### src/rtl/pool_window_feeder.sv
// Streams row-major pixels into 2x2 stride-2 windows for the pooling unit and
// returns pooled pixels on a valid/ready stream. Optional macro: POOL_FEEDER_TIMEOUT_EN.
module pool_window_feeder #(
    parameter int DATA_W  = 16,
    parameter int IMG_W   = 8,
    parameter int IMG_H   = 8,
    parameter int TIMEOUT = 15
) (
    input  logic              clk,
    input  logic              rst_n,
    input  logic              in_valid,
    output logic              in_ready,
    input  logic [DATA_W-1:0] in_data,
    output logic [DATA_W-1:0] win_00,
    output logic [DATA_W-1:0] win_01,
    output logic [DATA_W-1:0] win_10,
    output logic [DATA_W-1:0] win_11,
    output logic              start,
    input  logic              finish,
    input  logic [DATA_W-1:0] pool_result,
    output logic              out_valid,
    input  logic              out_ready,
    output logic [DATA_W-1:0] out_data,
    output logic              out_last,
    output logic              err
);

    localparam int CW = (IMG_W > 2) ? $clog2(IMG_W) : 1;
    localparam int RW = (IMG_H > 2) ? $clog2(IMG_H) : 1;
    localparam logic [CW-1:0] COL_ONE = CW'(1'b1);
    localparam logic [RW-1:0] ROW_ONE = RW'(1'b1);
    localparam logic [CW-1:0] COL_MAX = CW'(IMG_W - 1);
    localparam logic [RW-1:0] ROW_MAX = RW'(IMG_H - 1);

    typedef enum logic [1:0] {
        COLLECT = 2'd0,
        ISSUE   = 2'd1,
        OUT     = 2'd2
    } state_t;

    state_t            state_r;
    state_t            state_nxt_s;
    logic [CW-1:0]     col_r;
    logic [RW-1:0]     row_r;
    logic [DATA_W-1:0] line_buf_r [IMG_W];
    logic [DATA_W-1:0] prev_px_r;
    logic [DATA_W-1:0] win_00_r;
    logic [DATA_W-1:0] win_01_r;
    logic [DATA_W-1:0] win_10_r;
    logic [DATA_W-1:0] win_11_r;
    logic [DATA_W-1:0] out_data_r;
    logic              out_last_r;
    logic              last_pend_r;
    logic              in_hs_s;
    logic              out_hs_s;
    logic              form_s;
    logic              capture_s;
    logic              timeout_s;
    logic              col_last_s;
    logic              row_last_s;

    assign in_ready   = (state_r == COLLECT);
    assign start      = (state_r == ISSUE);
    assign out_valid  = (state_r == OUT);
    assign win_00     = win_00_r;
    assign win_01     = win_01_r;
    assign win_10     = win_10_r;
    assign win_11     = win_11_r;
    assign out_data   = out_data_r;
    assign out_last   = out_last_r;

    assign in_hs_s    = in_valid & in_ready;
    assign out_hs_s   = out_valid & out_ready;
    assign col_last_s = (col_r == COL_MAX);
    assign row_last_s = (row_r == ROW_MAX);
    // A window completes on the odd-column pixel of an odd row.
    assign form_s     = in_hs_s & row_r[0] & col_r[0];
    assign capture_s  = (state_r == ISSUE) & (finish | timeout_s);

`ifdef POOL_FEEDER_TIMEOUT_EN
    localparam int TW = $clog2(TIMEOUT + 1);
    localparam logic [TW-1:0] WAIT_LAST = TW'(TIMEOUT - 1);
    localparam logic [TW-1:0] WAIT_ONE  = TW'(1'b1);

    logic [TW-1:0] wait_cnt_r;
    logic          err_r;

    assign timeout_s = (state_r == ISSUE) & ~finish & (wait_cnt_r == WAIT_LAST);
    assign err       = err_r;

    // Wait counter restarts on every ISSUE entry; err latches until reset.
    always_ff @(posedge clk or negedge rst_n) begin
        if (!rst_n) begin
            wait_cnt_r <= {TW{1'b0}};
            err_r      <= 1'b0;
        end else begin
            if (state_r == ISSUE) begin
                wait_cnt_r <= wait_cnt_r + WAIT_ONE;
            end else begin
                wait_cnt_r <= {TW{1'b0}};
            end
            if (timeout_s) begin
                err_r <= 1'b1;
            end
        end
    end
`else
    assign timeout_s = 1'b0;
    assign err       = 1'b0;
`endif

    // State register.
    always_ff @(posedge clk or negedge rst_n) begin
        if (!rst_n) begin
            state_r <= COLLECT;
        end else begin
            state_r <= state_nxt_s;
        end
    end

    // Next-state decode.
    always_comb begin
        state_nxt_s = state_r;
        case (state_r)
            COLLECT: begin
                if (form_s) begin
                    state_nxt_s = ISSUE;
                end else begin
                    state_nxt_s = COLLECT;
                end
            end
            ISSUE: begin
                if (finish || timeout_s) begin
                    state_nxt_s = OUT;
                end else begin
                    state_nxt_s = ISSUE;
                end
            end
            OUT: begin
                if (out_ready) begin
                    state_nxt_s = COLLECT;
                end else begin
                    state_nxt_s = OUT;
                end
            end
            default: state_nxt_s = COLLECT;
        endcase
    end

    // Pixel counters, line buffer, window registers and pooled-result capture.
    always_ff @(posedge clk or negedge rst_n) begin
        if (!rst_n) begin
            col_r       <= {CW{1'b0}};
            row_r       <= {RW{1'b0}};
            prev_px_r   <= {DATA_W{1'b0}};
            win_00_r    <= {DATA_W{1'b0}};
            win_01_r    <= {DATA_W{1'b0}};
            win_10_r    <= {DATA_W{1'b0}};
            win_11_r    <= {DATA_W{1'b0}};
            out_data_r  <= {DATA_W{1'b0}};
            out_last_r  <= 1'b0;
            last_pend_r <= 1'b0;
            for (int i = 0; i < IMG_W; i++) begin
                line_buf_r[i] <= {DATA_W{1'b0}};
            end
        end else begin
            if (in_hs_s) begin
                if (!row_r[0]) begin
                    line_buf_r[col_r] <= in_data;
                end else if (!col_r[0]) begin
                    prev_px_r <= in_data;
                end else begin
                    win_00_r    <= line_buf_r[col_r - COL_ONE];
                    win_01_r    <= line_buf_r[col_r];
                    win_10_r    <= prev_px_r;
                    win_11_r    <= in_data;
                    last_pend_r <= row_last_s & col_last_s;
                end
                if (col_last_s) begin
                    col_r <= {CW{1'b0}};
                    row_r <= row_last_s ? {RW{1'b0}} : (row_r + ROW_ONE);
                end else begin
                    col_r <= col_r + COL_ONE;
                end
            end
            // On timeout the pooled pixel is replaced by zero but the frame marker survives.
            if (capture_s) begin
                out_data_r <= finish ? pool_result : {DATA_W{1'b0}};
                out_last_r <= last_pend_r;
            end else if (out_hs_s) begin
                out_last_r <= 1'b0;
            end
        end
    end

endmodule

### config.mk
export PLATFORM = sky130hd
export DESIGN_NAME = pool_window_feeder
export DESIGN_NICKNAME = d
export VERILOG_FILES = /design/src/rtl/pool_window_feeder.sv
export SDC_FILE = /design/constraint.sdc
export NUM_CORES = 1
export LEC_CHECK = 0
export CAP_MARGIN = 40
export CORE_MARGIN = 2
export CORE_UTILIZATION = 51
export DETAILED_ROUTE_END_ITERATION = 10
export GPL_TIMING_DRIVEN = 0
export PLACE_DENSITY = 0.84
export SETUP_SLACK_MARGIN = 0.15
export SLEW_MARGIN = 10
export SYNTH_ARGS = -nofsm -noshare
export SYNTH_HDL_FRONTEND = slang
export SYNTH_SLANG_ARGS = --single-unit
### constraint.sdc
create_clock -name clk -period 2.5 [get_ports clk]
set_input_delay 0.5 -clock clk [delete_from_list [all_inputs] [get_ports clk]]
set_output_delay 0.5 -clock clk [all_outputs]
set_load 0.005 [all_outputs]
==> flow_metrics.env, run 1 <==
export IMPL_ys_types=37
export IMPL_syn_area_per_cell_um2=13.98
export IMPL_multiInputGateArea_um2=4263
export IMPL_nets=926
export IMPL_run_status="completed"
export IMPL_vias=6730
export IMPL_leakage_nw=5.731
export IMPL_overflow=0
export IMPL_p_seq_frac=0.369
export IMPL_crit_fanout=8
export IMPL_met3_usage=0.04844
export IMPL_max_cap_violations=0
export IMPL_layout_cells_non_filler=1169
export IMPL_syn_to_final_growth_pct=23.76
export IMPL_core_area_um2=20040
export IMPL_worstSetupEndpointType="flip-flop"
export IMPL_start_util=0.5156
export IMPL_insertion_delay_ps=530
export IMPL_switchingPower_w=0.006165
export IMPL_cts_tree="built"
export IMPL_io_buffers=104
export IMPL_yosysWarnings=0
export IMPL_wl_per_cell_um=20.88
export IMPL_via_per_inst=5.757
export IMPL_met1_usage=0.3249
export IMPL_max_freq_ghz=0.4295
export IMPL_antenna_cells=0
export IMPL_crit_path_start_kind="flip-flop"
export IMPL_std_cell_rows=52
export IMPL_synth_nets=781
export IMPL_worstPathRequired_ps=2920
export IMPL_firstDrtPassIters=7
export IMPL_grt_usage=0.2289
export IMPL_swShare=0.3373
export IMPL_netlist_area_um2=10330
export IMPL_grt_pass1_wl_um=38970
export IMPL_drt_wl_total_um=24410
export IMPL_place_hpwl_um=16440
export IMPL_grt_most_used_layer="met2"
export IMPL_syn_instance_count=739
export IMPL_finClkSkew_ps=14.91
export IMPL_cts_buffers=24
export IMPL_synth_top_cell_by_area="dfrtp_1"
export IMPL_root_buffer="clkbuf_16"
export IMPL_fin_crit_sh=0.9313
export IMPL_path_class="flip-flop to flip-flop"
export IMPL_yosysTopAreaCellShare=0.5667
export IMPL_clkPwrFrac=0.185
export IMPL_ff_latch_area_um2=5857
export IMPL_ant_nets=0
export IMPL_relSlewSlack=0.5336
export IMPL_met2_usage=0.3585
export IMPL_ir_drop_mv=0.8490
export IMPL_period_needed_ps=2328
export IMPL_drive_above_1_share=0.3515
export IMPL_antenna_found_initial=0
export IMPL_p_comb_frac=0.446
export IMPL_die_height_um=146.3
export IMPL_dp_cells=1118
export IMPL_place_congestion=0.8679
export IMPL_hold_path_class="primary input to asynchronous set/reset pin"
export IMPL_clockBufferDepth=3
export IMPL_ys_ff_latch=234
export IMPL_ys_seq_area_frac=0.5667
export IMPL_tightest_slew_ps=699.7
export IMPL_setup_violations=0
export IMPL_drt_iter0_markers=508
export IMPL_critical_path_arrival_ps=2740
export IMPL_clkSinkCount=234
export IMPL_pwr_density_cell_nw_per_um2=1430
export IMPL_rsz0062_at_grt="true"
export IMPL_n_fill_cell=1493
export IMPL_die_w_um=146.3
export IMPL_utilization=0.6381
export IMPL_clkTransAtPathRegs_ps=60
export IMPL_cts_htree_levels=1
export IMPL_intPower_w=0.01211
export IMPL_hold_slack_ps=382.9
export IMPL_dieArea_um2=21410
export IMPL_hold_viol_final=0
export IMPL_drc=0
export IMPL_slew_violations=0
export IMPL_yosys_top_cells_area="dfrtp_1 (57%), mux2_2 (22%), mux2i_1 (6.0%)"
export IMPL_grt_pass1_vias=7054
export IMPL_grt_max_degree=113
export IMPL_ios=122
==> per-stage QoR <==
stage | setup TNS (ps) | setup WS, ps | instance area (µm²) | total power (W)
after floorplan | 0 | 132.1 | 10330 | 0.01136
after global placement | -2163810 | -8841 | 11710 | 0.01405
after detailed placement | -104120 | -827.9 | 11810 | 0.01443
after CTS | 0 | 114.2 | 12720 | 0.01812
after global routing | 0 | 113.8 | 12790 | 0.01928
final | 0 | 171.7 | 12790 | 0.01828
==> cells by family (layout without fill, tap and decap cells) <==
group / count (synthesis) / count (layout) / share of synthesized area
and+or+nand+nor: 82 / 82 / 0.04262
adders and majority gates: 5 / 5 / 0.006055
xor gates and xnor gates: 1 / 1 / 0.0008478
muxes: 273 / 273 / 0.2966
DFF: 234 / 234 / 0.5667
buffers and inverters: 65 / 225 / 0.02967
AOI/OAI and AO/OA: 78 / 78 / 0.05716
other: 1 / 1 / 0.0003629
==> routing by layer <==
| metal | wire, µm | up-vias |
|---|---|---|
| li1 | - | 2960 |
| met1 | 10650 | 3443 |
| met2 | 11320 | 268 |
| met3 | 1713 | 59 |
| met4 | 727 | 0 |
| met5 | 0 | - |
==> critical path: stages (launching register included) <==
cell and delay, ps:
dfrtp_1 360, clkbuf_4 210, inv_1 140, ha_1 320, clkbuf_2 160, clkbuf_2 200, buf_6 190, mux2i_1 280
a22oi_1 100, a41o_1 240
==> worst paths after layout <==
path | start | endpoint | slack (ps) | depth (start not counted)
worst max-delay path | col_r[0]$_DFFE_PN0N_ | win_00[14]$_DFFE_PN0P_ | 170 | 9
worst min-delay path | rst_n | win_11[2]$_DFFE_PN0P_ | 380 | 2
worst max register to register | col_r[0]$_DFFE_PN0N_ | win_00[14]$_DFFE_PN0P_ | 170 | 9
worst min register to register | win_01[3]$_DFFE_PN0P_ | win_01[3]$_DFFE_PN0P_ | 480 | 2
max in group asynchronous | rst_n | win_01[9]$_DFFE_PN0P_ | 840 | 4
min in group clk | win_01[3]$_DFFE_PN0P_ | win_01[3]$_DFFE_PN0P_ | 480 | 2
==> final cells by class <==
type | count | share of cell area
Sequential cell | 234 | 0.4580
Multi-Input combinational cell | 440 | 0.3334
Timing Repair Buffer | 119 | 0.09550
Clock buffer | 33 | 0.05352
Buffer | 62 | 0.02789
Tap cell | 270 | 0.02642
Clock inverter | 8 | 0.004403
Inverter | 3 | 0.0008806
==> power by group through the flow <==
stage                     Combinational [W]  Sequential, W  Clock (W)
after global placement              0.00737        0.00668          0
after global routing                0.00871        0.00697    0.00360
final                               0.00816        0.00674    0.00338
after floorplan                     0.00485        0.00651          0
after detailed placement            0.00766        0.00677          0
after CTS                           0.00797        0.00672    0.00343
==> cell usage after synthesis (all sizes together) <==
| master | number |
|---|---|
| inv | 3 |
| conb | 1 |
| and2 | 19 |
| nand3 | 3 |
| mux2 | 205 |
| nor2b | 4 |
| nor2 | 6 |
| xor2 | 1 |
| clkbuf | 22 |
| nand2 | 38 |
| or2b | 1 |
| a22oi | 17 |
| dfrtp | 234 |
| or3b | 1 |
| a21oi | 7 |
| or2 | 1 |
| nor3 | 4 |
| nor3b | 1 |
| a21o | 2 |
| a222oi | 3 |
| or3 | 1 |
| o22ai | 7 |
| a41o | 16 |
| nand2b | 2 |
| nor4bb | 1 |
| mux4 | 6 |
| ha | 5 |
| buf | 40 |
| a22o | 13 |
| o21ai | 13 |
| mux2i | 62 |
==> layout by cell type, fill, tap and decap left out, drive strengths merged <==
master / instances
mux2: 205
nor2b: 4
a41o: 16
nor2: 6
or2: 1
dlygate4sd2: 1
and2: 19
o21ai: 13
mux4: 6
o22ai: 7
a21oi: 7
a222oi: 3
xor2: 1
clkinvlp: 2
nand2: 38
a21o: 2
ha: 5
buf: 56
nor3: 4
dlymetal6s2s: 1
dlygate4sd3: 1
clkinv: 6
or3: 1
nor3b: 1
nand3: 3
mux2i: 62
clkdlybuf4s50: 101
dfrtp: 234
clkbuf: 54
nand2b: 2
conb: 1
inv: 3
a22o: 13
a22oi: 17
nor4bb: 1
or2b: 1
or3b: 1
==> registers in the layout (all words and copies together), names as in the netlist <==
register / cells
out_data: 16
win_00: 16
row_r: 3
state_r: 2
out_last: 1
win_01: 16
col_r: 3
win_10: 16
last_pend_r: 1
win_11: 16
line_buf_r: 128
prev_px_r: 16
==> what timing repair did <==
action,in CTS,in global routing
hold buffers,1,0
endpoints found under the setup margin,170,84
gates cloned,1,0
buffers inserted,7,1
pin swaps,3,2
endpoints found under the hold margin,17,0
resized for setup,40,20
(Power assumes the default switching activity.)
==> run 2: changes to the inputs <==
==> constraint.sdc (replaced) <==
create_clock -name clk -period 2 [get_ports clk]
set_input_delay 0.4 -clock clk [delete_from_list [all_inputs] [get_ports clk]]
set_output_delay 0.4 -clock clk [all_outputs]
set_load 0.1 [all_outputs]
==> flow_metrics.env, run 2 (same netlist as run 1, synthesis figures left out) <==
export IMPL_layout_common_cells="dfrtp_1 (232), mux2_2 (145), clkdlybuf4s50_1 (100), buf_8 (77), mux2i_1 (62)"
export IMPL_crit_chain="nor4bb_1, buf_4, nand2_1, clkbuf_2, clkbuf_4, mux2_2"
export IMPL_run_status="complete, but fails checks"
export IMPL_met2_usage=0.4491
export IMPL_cts_buffers=25
export IMPL_drive_above_1_share=0.4261
export IMPL_drc=0
export IMPL_ant_nets=0
export IMPL_wl_per_cell_um=23.54
export IMPL_max_freq_ghz=0.4092
export IMPL_cpLargestDelayFamily="buffers and inverters"
export IMPL_cpPeakStageDelay_ps=520
export IMPL_cts_htree_levels=1
export IMPL_dieArea_um2=21410
export IMPL_final_common_cell="dfrtp_1"
export IMPL_root_buffer="clkbuf_16"
export IMPL_crit_path_top_delay_cell="dfrtp_1"
export IMPL_std_cell_rows=52
export IMPL_crit_path_start_kind="flip-flop"
export IMPL_rsz0062_at_grt="true"
export IMPL_largest_reg_flops=128
export IMPL_hold_slack_ps=398.6
export IMPL_max_flop_register="line_buf_r"
export IMPL_grt_pass1_vias=7986
export IMPL_fin_crit_sh=1.222
export IMPL_vias=7449
export IMPL_period_needed_ps=2444
export IMPL_max_cap_violations=0
export IMPL_worstPathRequired_ps=2390
export IMPL_ios=122
export IMPL_path_class="flip-flop to flip-flop"
export IMPL_hold_viol_final=0
export IMPL_r2r_start="row_r[0]$_DFFE_PN0P_"
export IMPL_clockBufferDepth=3
export IMPL_critPathBufInv=3
export IMPL_clkSinkCount=234
export IMPL_core_area_um2=20040
export IMPL_nets=1019
export IMPL_path_depth=6
export IMPL_relSlewSlack=0.5397
export IMPL_grt_pass1_wl_um=44930
export IMPL_hold_path_class="primary input to asynchronous set/reset pin"
export IMPL_start_util=0.5156
export IMPL_grt_usage=0.2685
export IMPL_met1_usage=0.3494
export IMPL_syn_to_final_growth_pct=42.59
export IMPL_drt_wl_total_um=29780
export IMPL_firstDrtPassIters=5
export IMPL_antenna_found_initial=0
export IMPL_critPathLaunch="row_r[0]$_DFFE_PN0P_"
export IMPL_die_w_um=146.3
export IMPL_met3_usage=0.04313
export IMPL_finClkSkew_ps=23.08
export IMPL_critical_path_arrival_ps=2840
export IMPL_grt_max_degree=115
export IMPL_grt_most_used_layer="met2"
export IMPL_setup_violations=245
export IMPL_slew_violations=0
export IMPL_n_fill_cell=1187
export IMPL_place_congestion=0.8377
export IMPL_dp_cells=1200
export IMPL_utilization=0.7352
export IMPL_r2r_cells=6
export IMPL_setup_ws_ps=-444.0
export IMPL_overflow=0
export IMPL_insertion_delay_ps=530
export IMPL_die_height_um=146.3
export IMPL_clkTransAtPathRegs_ps=60
export IMPL_tightest_slew_ps=690.4
export IMPL_place_hpwl_um=18300
export IMPL_drt_iter0_markers=744
export IMPL_io_buffers=104
export IMPL_crit_fanout=10
export IMPL_antenna_cells=0
export IMPL_cts_tree="built"
export IMPL_worstSetupEndpointType="flip-flop"
export IMPL_layout_cells_non_filler=1265
export IMPL_violations="negative setup slack"
export IMPL_via_per_inst=5.889
==> run 2: changes by cell type in the layout (fill, tap and decap cells not counted), sizes merged <==
cell,change
bufinv,+2
clkdlybuf4s50,-1
clkinv,+2
dlymetal6s2s,-1
clkinvlp,+1
buf,+92
dlygate4sd2,-1
clkbuf,+2
==> run 2: layout make-up <==
| cell class | count | area [µm²] | share of cell area |
|---|---|---|---|
| multi-input combinational | 440 | 4463 | 0.3029 |
| clock inverter | 13 | 123.9 | 0.008408 |
| tap | 270 | 337.8 | 0.02293 |
| inverter | 3 | 15.01 | 0.001019 |
| timing repair buffer | 211 | 2784 | 0.1890 |
| buffer | 62 | 449.2 | 0.03049 |
| sequential | 234 | 5858 | 0.3976 |
| clock buffer | 32 | 701.9 | 0.04764 |
==> run 2: metrics by stage <==
stage / cell area (µm²) / setup TNS, ps / setup WS [ps]
after floorplan: 10440 / -21910 / -336.7
after global placement: 11820 / -2344680 / -9302
after detailed placement: 13290 / -172210 / -1126
after CTS: 14450 / -38810 / -388.8
after global routing: 14730 / -73560 / -515.6
final: 14730 / -57690 / -444.0
==> run 2: what timing repair did <==
action,in CTS,in global routing
gates cloned,1,2
setup endpoints to repair,295,296
pin swaps,5,4
hold buffers,1,0
hold endpoints to repair,47,0
gates resized for setup,84,48
buffers inserted,8,8
==> run 2: final timing paths <==
kind,to,slack [ps]
max,win_01[2]$_DFFE_PN0P_,-440
min,win_01[2]$_DFFE_PN0P_,400
max reg2reg,win_01[2]$_DFFE_PN0P_,-440
min reg2reg,win_01[15]$_DFFE_PN0P_,480
max in group asynchronous,line_buf_r[105]$_DFFE_PN0P_,690
min in group clk,line_buf_r[93]$_DFFE_PN0P_,430
==> run 2: layer usage <==
layer	wire [µm]	vias up
met1	11790	3799
li1	-	3151
met4	1369	0
met3	2025	109
met5	0	-
met2	14590	390
Power of run 2 is left out: the tool's default activity adds up to more than one toggle a clock period on the data nets, which glitch-free logic cannot reach.
==> run 3: changes to the inputs <==
- CORE_MARGIN: 2 -> 3
==> flow_metrics.env, run 3 (same netlist as run 1, synthesis figures left out) <==
export IMPL_crit_path_start_kind="flip-flop"
export IMPL_fin_crit_sh=1.219
export IMPL_cts_buffers=24
export IMPL_slew_violations=0
export IMPL_start_util=0.5257
export IMPL_hold_path_class="primary input to flip-flop"
export IMPL_max_flop_register="line_buf_r"
export IMPL_ff_latch_area_um2=5859
export IMPL_antenna_found_initial=1
export IMPL_crit_path_top_delay_cell="dfrtp_1"
export IMPL_n_fill_cell=933
export IMPL_insertion_delay_ps=530
export IMPL_firstDrtPassIters=5
export IMPL_die_w_um=148.3
export IMPL_drt_wl_total_um=37470
export IMPL_crit_chain="inv_2, ha_2, clkbuf_4, buf_12, buf_4, mux2i_1, a22oi_1, a41o_1"
export IMPL_nets=1045
export IMPL_clkTransAtPathRegs_ps=60
export IMPL_cts_tree="built"
export IMPL_largest_reg_flops=128
export IMPL_grt_max_degree=89
export IMPL_stdcell_area_um2=15920
export IMPL_grt_pass1_vias=8437
export IMPL_wl_per_cell_um=29.20
export IMPL_clockBufferDepth=3
export IMPL_rsz0062_at_grt="true"
export IMPL_period_needed_ps=2438
export IMPL_place_hpwl_um=18640
export IMPL_hold_viol_final=0
export IMPL_path_class="flip-flop to flip-flop"
export IMPL_std_cell_rows=51
export IMPL_syn_to_final_growth_pct=54.06
export IMPL_via_per_inst=6.321
export IMPL_grt_usage=0.2955
export IMPL_ant_nets=0
export IMPL_vias=8110
export IMPL_place_congestion=0.8512
export IMPL_violations="negative setup slack"
export IMPL_tightest_slew_ps=741.3
export IMPL_worstSetupEndpointType="flip-flop"
export IMPL_final_common_cell="dfrtp_1"
export IMPL_cts_htree_levels=1
export IMPL_max_freq_ghz=0.4101
export IMPL_critPathBufInv=4
export IMPL_antenna_cells=0
export IMPL_drc=0
export IMPL_die_height_um=148.3
export IMPL_drive_above_1_share=0.4784
export IMPL_setup_ws_ps=-438.3
export IMPL_setup_tns_ps=-40540
export IMPL_cpPeakStageDelay_ps=550
export IMPL_layout_common_cells="dfrtp_1 (231), mux2_2 (123), buf_12 (96), mux2_4 (82), dlygate4sd2_1 (72)"
export IMPL_relSlewSlack=0.5058
export IMPL_crit_fanout=8
export IMPL_drt_iter0_markers=905
export IMPL_root_buffer="clkbuf_16"
export IMPL_cpLargestDelayFamily="buffers and inverters"
export IMPL_grt_pass1_wl_um=50360
export IMPL_multiInputGateArea_um2=4720
export IMPL_overflow=0
export IMPL_worstPathRequired_ps=2400
export IMPL_setup_violations=152
export IMPL_clkSinkCount=234
export IMPL_run_status="complete, but fails checks"
export IMPL_dieArea_um2=22000
export IMPL_io_buffers=104
export IMPL_max_cap_violations=0
export IMPL_ios=122
export IMPL_core_area_um2=19650
export IMPL_finClkSkew_ps=15.34
export IMPL_critical_path_arrival_ps=2840
export IMPL_placed_area_um2=13250
run 3: changes by cell type in the layout (fill, tap and decap cells not counted), moves of 13 or more:
cell and delta:
mux2_4 +22, mux2_2 -22, clkbuf_16 +13, buf_12 +88, dlygate4sd2_1 +72, clkdlybuf4s50_1 -81, buf_8 -66
run 3: worst register-to-register path: cells and delay by family (launching register included):
family                   cells  cell delay [ps]
AO/OA/AOI/OAI                2              450
adder cells (fa/ha/maj)      1              350
multiplexers                 1              290
buffers and inverters        4              680
flip-flops                   1              550
run 3: cell type report:
class	count	area share
clock buffers	30	0.03977
flip-flops and latches	234	0.3681
multi-input cells	440	0.2965
well taps	265	0.02083
inverters	3	0.001022
clock inverters	11	0.009039
repair buffers	240	0.2195
plain buffers	60	0.04528
run 3: worst paths after layout:
check / start / endpoint / slack [ps] / cells after the start
max in group asynchronous: rst_n / state_r[0]$_DFF_PN0_ / 690 / 3
max reg2reg: col_r[1]$_DFFE_PN0N_ / win_00[4]$_DFFE_PN0P_ / -440 / 8
min reg2reg: win_01[15]$_DFFE_PN0P_ / win_01[15]$_DFFE_PN0P_ / 480 / 2
min in group asynchronous: rst_n / win_11[4]$_DFFE_PN0P_ / 440 / 2
min: in_data[13] / line_buf_r[93]$_DFFE_PN0P_ / 420 / 2
max: col_r[1]$_DFFE_PN0N_ / win_00[4]$_DFFE_PN0P_ / -440 / 8
run 3: timing repair:
| item | CTS | global route |
|---|---|---|
| hold buffers | 1 | 0 |
| hold endpoints to repair | 75 | 0 |
| pin swaps | 7 | 9 |
| buffers inserted | 32 | 13 |
| gates resized for setup | 326 | 105 |
| setup endpoints to repair | 295 | 225 |
| cloned | 2 | 11 |
run 3: layer usage:
metal	vias up	part of all wire	GRT usage
met5	-	0.00040	0
met4	2	0.069	0.1358
met3	202	0.090	0.05911
met2	589	0.49	0.4960
met1	4110	0.35	0.3721
li1	3207	-	-
run 3: metrics by stage:
stage | utilization | cells | setup WS (ps) | hold slack (ps)
finish | 0.8099 | 1283 | -438.3 | 420.7
global route | 0.8099 | 1283 | -459.1 | 442.4
CTS | 0.7733 | 1261 | -369.6 | 421.5
detailed placement | 0.6739 | 1195 | -1126 | 413.6
global placement | 0.6008 | 1108 | -9143 | 460.9
floorplan | - | 739 | -336.7 | 104.4
Power of run 3 is left out for the same reason.
